[src/rtl/writeback_unit.sv]
`default_nettype none
// ==========================================================================
// writeback_unit : WB pipeline register, load extraction, RF write port
// Rev 1.0
// ==========================================================================
module writeback_unit #(
  parameter int DATA_W = 32,
  parameter int ADDR_W = 5,
  parameter int CNT_W  = 32
) (
  input  logic              clk,
  input  logic              reset,
  input  logic              mem_valid,
  input  logic              mem_reg_wr,
  input  logic [1:0]        mem_wb_sel,
  input  logic [2:0]        mem_load_type,
  input  logic [1:0]        mem_byte_off,
  input  logic [ADDR_W-1:0] mem_dest,
  input  logic [DATA_W-1:0] mem_alu_result,
  input  logic [DATA_W-1:0] mem_rd_data,
  input  logic [DATA_W-1:0] mem_pc_plus4,
  input  logic              wb_stall,
  input  logic              wb_flush,
  output logic              reg_wr,
  output logic [ADDR_W-1:0] reg_wr_addr,
  output logic [DATA_W-1:0] reg_wr_data,
  output logic              wb_valid,
  output logic              misalign_err,
  output logic [CNT_W-1:0]  retire_count
);

  localparam logic [1:0] SEL_LOAD = 2'b01;
  localparam logic [1:0] SEL_LINK = 2'b10;

  localparam logic [2:0] LT_LB  = 3'b001;
  localparam logic [2:0] LT_LBU = 3'b010;
  localparam logic [2:0] LT_LH  = 3'b011;
  localparam logic [2:0] LT_LHU = 3'b100;

  logic              wb_wr_flag;
  logic [1:0]        wb_sel;
  logic [2:0]        wb_load_type;
  logic [1:0]        wb_off;
  logic [ADDR_W-1:0] wb_dest;
  logic [DATA_W-1:0] wb_alu;
  logic [DATA_W-1:0] wb_rd_data;
  logic [DATA_W-1:0] wb_link;

  logic              capture;
  logic [7:0]        byte_val;
  logic [15:0]       half_val;
  logic [DATA_W-1:0] load_val;
  logic              misaligned;

  // A stalled edge neither consumes nor counts the upstream instruction.
  assign capture = mem_valid & ~wb_flush;

  always_ff @(posedge clk) begin
    if (reset) begin
      wb_valid     <= 1'b0;
      wb_wr_flag   <= 1'b0;
      wb_sel       <= 2'b00;
      wb_load_type <= 3'b000;
      wb_off       <= 2'b00;
      wb_dest      <= '0;
      wb_alu       <= '0;
      wb_rd_data   <= '0;
      wb_link      <= '0;
      retire_count <= '0;
    end else if (!wb_stall) begin
      wb_valid     <= capture;
      wb_wr_flag   <= mem_reg_wr;
      wb_sel       <= mem_wb_sel;
      wb_load_type <= mem_load_type;
      wb_off       <= mem_byte_off;
      wb_dest      <= mem_dest;
      wb_alu       <= mem_alu_result;
      wb_rd_data   <= mem_rd_data;
      wb_link      <= mem_pc_plus4;
      if (capture) begin
        retire_count <= retire_count + CNT_W'(1);
      end
    end
  end

  always_comb begin
    byte_val = wb_rd_data[7:0];
    case (wb_off)
      2'd1:    byte_val = wb_rd_data[15:8];
      2'd2:    byte_val = wb_rd_data[23:16];
      2'd3:    byte_val = wb_rd_data[31:24];
      default: byte_val = wb_rd_data[7:0];
    endcase
    half_val = wb_off[1] ? wb_rd_data[31:16] : wb_rd_data[15:0];
  end

  // Unknown load codes fall back to lw, including the alignment rule.
  always_comb begin
    load_val   = wb_rd_data;
    misaligned = (wb_off != 2'b00);
    case (wb_load_type)
      LT_LB: begin
        load_val   = {{(DATA_W-8){byte_val[7]}}, byte_val};
        misaligned = 1'b0;
      end
      LT_LBU: begin
        load_val   = {{(DATA_W-8){1'b0}}, byte_val};
        misaligned = 1'b0;
      end
      LT_LH: begin
        load_val   = {{(DATA_W-16){half_val[15]}}, half_val};
        misaligned = wb_off[0];
      end
      LT_LHU: begin
        load_val   = {{(DATA_W-16){1'b0}}, half_val};
        misaligned = wb_off[0];
      end
      default: begin
        load_val   = wb_rd_data;
        misaligned = (wb_off != 2'b00);
      end
    endcase
  end

  always_comb begin
    reg_wr_data = wb_alu;
    case (wb_sel)
      SEL_LOAD: reg_wr_data = load_val;
      SEL_LINK: reg_wr_data = wb_link;
      default:  reg_wr_data = wb_alu;
    endcase
  end

  assign misalign_err = wb_valid & (wb_sel == SEL_LOAD) & misaligned;
  assign reg_wr       = wb_valid & wb_wr_flag & (wb_dest != '0) & ~misalign_err;
  assign reg_wr_addr  = wb_dest;

endmodule
`default_nettype wire

[config.mk]
export PLATFORM = sky130hd
export DESIGN_NAME = writeback_unit
export DESIGN_NICKNAME = d
export VERILOG_FILES = /design/src/rtl/writeback_unit.sv
export SDC_FILE = /design/constraint.sdc
export NUM_CORES = 1
export LEC_CHECK = 0
export ABC_AREA = 1
export ABC_CLOCK_PERIOD_IN_PS = 3500
export CORE_ASPECT_RATIO = 0.8
export CORE_MARGIN = 4
export CORE_UTILIZATION = 40
export CTS_CLUSTER_SIZE = 40
export DETAILED_ROUTE_END_ITERATION = 7
export MAX_ROUTING_LAYER = met4
export PLACE_DENSITY = 0.71
export SLEW_MARGIN = 20
export SYNTH_ARGS = -nofsm -noshare
export SYNTH_HDL_FRONTEND = slang
export SYNTH_SLANG_ARGS = --single-unit
[constraint.sdc]
create_clock -name clk -period 3.5 [get_ports clk]
set_input_delay 0.7 -clock clk [delete_from_list [all_inputs] [get_ports clk]]
set_output_delay 0.7 -clock clk [all_outputs]
set_load 0.01 [all_outputs]
==> out/qor.yml, run 1 <==
outcome:
  status: "completed"
place:
  place_congestion: 0.933
  hpwlAfterDp_um: 16800
  io_buffers: 185
  place_inst: 1482
  placed_area_sq_um: 9160
timing:
  rsz0062_at_grt: "false"
  period_needed_ns: 3.31
  finalSetupViolations: 0
  worst_pin_slew_ns: 0.767
  final.setup.tns_ns: 0
  finalCritPeriodShare: 0.946
  fmax_ghz: 0.302
  slew_violations: 0
  fin_skew_ns: 0.00983
  final-hold-violation-count: 0
  relSlewSlack: 0.488
global_route:
  grtUsageTotal: 0.238
  first_global_vias: 7031
  antenna_found_initial: 1
  gr-total-overflow: 0
  grt_max_degree: 92
  grt_pass1_wl_um: 37000
cells_and_area:
  drive_gt1_frac: 0.0543
  multi_input_area_sq_um: 3600
  final_area_sq_um: 9750
  instances_no_fill: 1515
  num-nets-final: 1393
  seqCellArea_sq_um: 2840
  synthToLayoutAreaGrowth_pct: 36.5
  fill_cells: 1747
floorplanning:
  rows: 43
  dieHeight_um: 128
  ioPinCount: 186
  die_w_um: 157
  die_area_sq_um: 20100
  core_sq_um: 17400
  start_util: 0.410
worst_setup_path:
  critPathMaxStageDelay_ns: 0.57
  start_kind: "flop"
  worstSetupPathType: "reg -> out"
  critical_path_arrival_ns: 2.61
  worstSetupEndpointType: "output pin"
  crit_fanout: 15
  crit_chain: "inv_1 > ha_1 > buf_4 > nand2_1 > inv_1 > o21ai_0 > a21oi_1 > clkdlybuf4s50_1"
  cpMaxStageDelayCell: "clkdlybuf4s50_1"
  critPathRequiredTime_ns: 2.80
  path_common_cell: "inv_1"
yosys:
  synth_seq_area_share: 0.398
  synth_largest_area_cell: "dfxtp_1"
  synth_most_common_cell: "nor2_1"
  synth_area_leaders: "dfxtp_1, nor2_1, o21ai_0"
  yosysWarnings: 0
  synth_top_flop_cell: "dfxtp_1"
  yosys.cell_types.count: 32
  syn_area_per_cell_sq_um: 6.39
  synthCells: 1118
  syn_area_sq_um: 7140
  yosys.area.top_type_share: 0.398
  synth_common_cells: "nor2_1, nand2_1, o21ai_0, dfxtp_1, a21oi_1"
  ys_ff_latch: 142
  synth_edf_count: 0
  synthArstFlopShare: 0
  mappedNetlistNets: 1235
detailed_routing:
  vias_per_cell: 5.03
  dr.pass1.iters: 5
  ant_nets: 0
  drt-wirelength-per-cell_um: 15.3
  drc: 0
  via_count: 7627
  wl_um: 23200
  first_iter_violations: 615
clock_network:
  clockBufferDepth: 2
  root_buffer: "clkbuf_16"
  clock_sinks: 142
  cts_tree: "done"
  numCtsBuffers: 17
  clkLatencyLatePin_ns: 0.42
  cts_max_level: 4
  clk_pin_slew_worst_paths_ns: 0.06
flow_run:
  cap_violations: 0
pwr:
  irDropWorstVdd_uv: 309
  p_leak_nw: 4.09
  powerDensity_nw_per_um2: 457
min_path:
  hp-class: "reg -> reg"
## per-layer routing
layer,global-route usage,vias up,part of all wire,routed length [um]
met4,0.0465,0,0.0079,183
met2,0.344,254,0.43,9990
met5,-,-,0,0
met3,0.0674,15,0.081,1880
met1,0.334,3461,0.48,11100
li1,-,3897,-,-
## cells in the final DEF, fill, tap and decap left out, types with 6 or more instances in the layout
cell type and instances:
nor3_1 8, inv_1 106, clkdlybuf4s50_1 184, o21ai_0 146, dfxtp_1 142, o211ai_1 7
a21oi_1 123, buf_4 17, nand2_1 187, nand4_1 6, nor2_1 250, o21ai_1 7
clkbuf_16 17, nand3_1 39, nor2_2 6
## registers in the layout (all words and copies together), names as in the netlist
signal	cells
wb_off	2
wb_valid	1
wb_alu	32
wb_wr_flag	1
wb_sel	2
wb_load_type	3
wb_link	32
wb_rd_data	32
reg_wr_addr	5
retire_count	32
## metrics by stage
stage | hold WS, ns | total power (W) | util | setup slack (ns)
CTS | 0.473 | 0.00449 | 0.559 | 0.178
global route | 0.494 | 0.00468 | 0.559 | 0.0427
detailed placement | 0.459 | 0.00268 | 0.525 | 0.645
floorplan | 0.448 | 0.00226 | - | 1.37
global placement | 0.453 | 0.00267 | 0.525 | 0.656
finish | 0.473 | 0.00446 | 0.559 | 0.190
## report_power, final
part	switching (W)	internal, W	total, W
Sequential	0.0000538	0.00171	0.00176
Clock	0.000719	0.00109	0.00181
Combinational	0.000482	0.000407	0.000889
Total	0.00126	0.00320	0.00446
## logic make-up (layout without fill, tap and decap cells)
family,Yosys count,in the layout,synth area share
AO/OA/AOI/OAI,287,287,0.207
XOR/XNOR,5,5,0.00613
adder cells (fa/ha/maj),3,3,0.00526
buffers and inverters,175,346,0.0983
flip-flops,142,142,0.398
other,0,1,0
AND/OR/NAND/NOR,506,506,0.285
## worst max-delay path: cells and delay by family (launching register included)
kind | cells | cell delay, ns
buffers and inverters | 4 | 0.99
AOI/OAI and AO/OA | 2 | 0.27
DFF | 1 | 0.31
adders and majority gates | 1 | 0.54
and+or+nand+nor | 1 | 0.07
## layout make-up
class                           count  share of cell area
Multi-Input combinational cell    801               0.369
Sequential cell                   142               0.292
Timing Repair Buffer              203               0.206
Clock buffer                       20              0.0468
Inverter                          111              0.0435
Tap cell                          225              0.0289
Clock inverter                     12              0.0137
Antenna cell                        1            0.000257
## path summary, 6_finish.rpt
check                                     start  slack, ns               end  cells past startpoint
worst max-delay path                  wb_sel[1]       0.19   reg_wr_data[12]                      8
worst min register to register  retire_count[5]       0.47   retire_count[5]                      2
worst min-delay path            retire_count[5]       0.47   retire_count[5]                      2
worst max register to register  retire_count[0]       1.72  retire_count[14]                      8
## what timing repair did
action | 4_1_cts | 5_1_grt
hold endpoints to repair | 0 | 0
setup endpoints to repair | 0 | 3
gates resized for setup | 0 | 1
hold buffers | 0 | 0
buffers inserted | 0 | 0
Note: power is estimated with default switching activity, not from simulation.
==> inputs of run 2 (changes only) <==
Settings changed: SKIP_CTS_REPAIR_TIMING set to 1, SKIP_LAST_GASP set to 1.
==> results of run 2 <==
Final layout, timing and power as in run 1 (identical DEF).
==> inputs of run 3 (changes only) <==
Settings changed: CTS_BUF_LIST set to sky130_fd_sc_hd__clkbuf_16.
==> out/qor.yml, run 3 (same netlist as run 1, synthesis figures left out) <==
outcome:
  status: "completed"
floorplanning:
  rows: 43
  die_area_sq_um: 20100
  die_w_um: 157
  ioPinCount: 186
  core_sq_um: 17400
  start_util: 0.410
  dieHeight_um: 128
global_route:
  grt_pass1_wl_um: 36900
  first_global_vias: 7028
  grt_max_degree: 92
  gr-total-overflow: 0
  grt.busiest_layer: "met2"
  grt_util_met3: 0.0674
  use_met2: 0.343
  antenna_found_initial: 1
  grtUsageTotal: 0.237
  use_met1: 0.334
timing:
  relSlewSlack: 0.490
  worst_pin_slew_ns: 0.765
  final.setup.tns_ns: 0
  final-hold-violation-count: 0
  fin_ws_ns: 0.204
  rsz0062_at_grt: "false"
  finalCritPeriodShare: 0.942
  period_needed_ns: 3.30
  finalSetupViolations: 0
  slew_violations: 0
  fin_skew_ns: 0.00906
  fmax_ghz: 0.303
cells_and_area:
  fill_cells: 1753
  multi_input_area_sq_um: 3600
  drive_gt1_frac: 0.0528
  mostFrequentLayoutCell: "nor2_1"
  num-nets-final: 1393
  layout_common_cells: "nor2_1, nand2_1, clkdlybuf4s50_1"
  synthToLayoutAreaGrowth_pct: 36.2
  seqCellArea_sq_um: 2840
worst_setup_path:
  cpMaxStageDelayCell: "clkdlybuf4s50_1"
  cpLargestDelayFamily: "buffers and inverters"
  critPathMaxStageDelay_ns: 0.58
  crit_path_start: "wb_load_type[1]"
  crit_fanout: 16
  start_kind: "flop"
  crit_chain: "nor2_1 > nand2_1 > nand2_4 > inv_6 > nand2_4 > o211ai_4 > nand2_1 > a21oi_1 > clkdlybuf4s50_1"
  critPathRequiredTime_ns: 2.80
  worstSetupEndpointType: "output pin"
  critical_path_arrival_ns: 2.60
  critPathBufInv: 2
  worstSetupPathType: "reg -> out"
  r2r_start: "retire_count[11]"
clock_network:
  cts_tree: "done"
  numCtsBuffers: 17
  cts_max_level: 4
  clk_pin_slew_worst_paths_ns: 0.06
  clkLatencyLatePin_ns: 0.42
  clock_sinks: 142
  clockBufferDepth: 2
  root_buffer: "clkbuf_16"
pwr:
  p_leak_nw: 4.08
  intPower_w: 0.00316
  power_frac_clock: 0.400
  powerDensity_nw_per_um2: 454
  irDropWorstVdd_uv: 307
  p_sw_frac: 0.285
  power_frac_comb: 0.201
  power.share.sequential: 0.399
  p_sw_w: 0.00126
detailed_routing:
  drc: 0
  first_iter_violations: 586
  ant_nets: 0
  drt-wirelength-per-cell_um: 15.3
  vias_per_cell: 5.03
  dr.pass1.iters: 5
  via_count: 7614
  wl_um: 23100
place:
  io_buffers: 185
  hpwlAfterDp_um: 16800
  dp_slack_ns: 0.645
  place_congestion: 0.933
min_path:
  hold_start: "retire_count[5]"
  hp-class: "reg -> reg"
flow_run:
  cap_violations: 0
## run 3: changes by cell type in the layout (fill, tap and decap cells not counted)
cell	delta
clkbuf_1	-1
clkbuf_8	-2
clkinv_1	+2
inv_1	+1
## run 3: power groups by stage
stage          Sequential [W]  Combinational [W]  Clock [W]
2_1_floorplan         0.00178           0.000477          0
3_3_place_gp          0.00179           0.000883          0
3_5_place_dp          0.00179           0.000885          0
4_1_cts               0.00176           0.000891    0.00179
5_1_grt               0.00177           0.000989    0.00188
6_report              0.00176           0.000888    0.00177
## run 3: area by class of cell
type | instances | area share
Sequential cell | 142 | 0.292
Clock inverter | 15 | 0.0149
Multi-Input combinational cell | 801 | 0.370
Tap cell | 225 | 0.0289
Inverter | 111 | 0.0436
Timing Repair Buffer | 203 | 0.207
Antenna cell | 1 | 0.000257
Clock buffer | 17 | 0.0437
## run 3: worst paths after layout
path | end | slack [ns] | cells after the start
max | reg_wr_data[26] | 0.20 | 9
min | retire_count[5] | 0.47 | 2
max reg2reg | retire_count[29] | 1.70 | 7
min reg2reg | retire_count[5] | 0.47 | 2
## run 3: layer usage
layer,vias up,part of all wire
li1,3904,-
met4,0,0.0083
met2,258,0.43
met3,15,0.088
met1,3437,0.47
met5,-,0
## run 3: through the flow
step / util / instance area [sq um] / power (W) / std cells / hold WS, ns
floorplan: - / 7140 / 0.00226 / 1118 / 0.448
global placement: 0.525 / 9160 / 0.00267 / 1482 / 0.453
detailed placement: 0.525 / 9160 / 0.00268 / 1482 / 0.459
CTS: 0.558 / 9730 / 0.00444 / 1514 / 0.473
global route: 0.558 / 9730 / 0.00463 / 1515 / 0.494
finish: 0.558 / 9730 / 0.00441 / 1515 / 0.473
## run 3: worst register-to-register path: cells and delay by family, from the launching register on
family | cells | cell delay (ns)
simple gates | 6 | 1.09
flops | 1 | 0.42
compound gates | 1 | 0.18
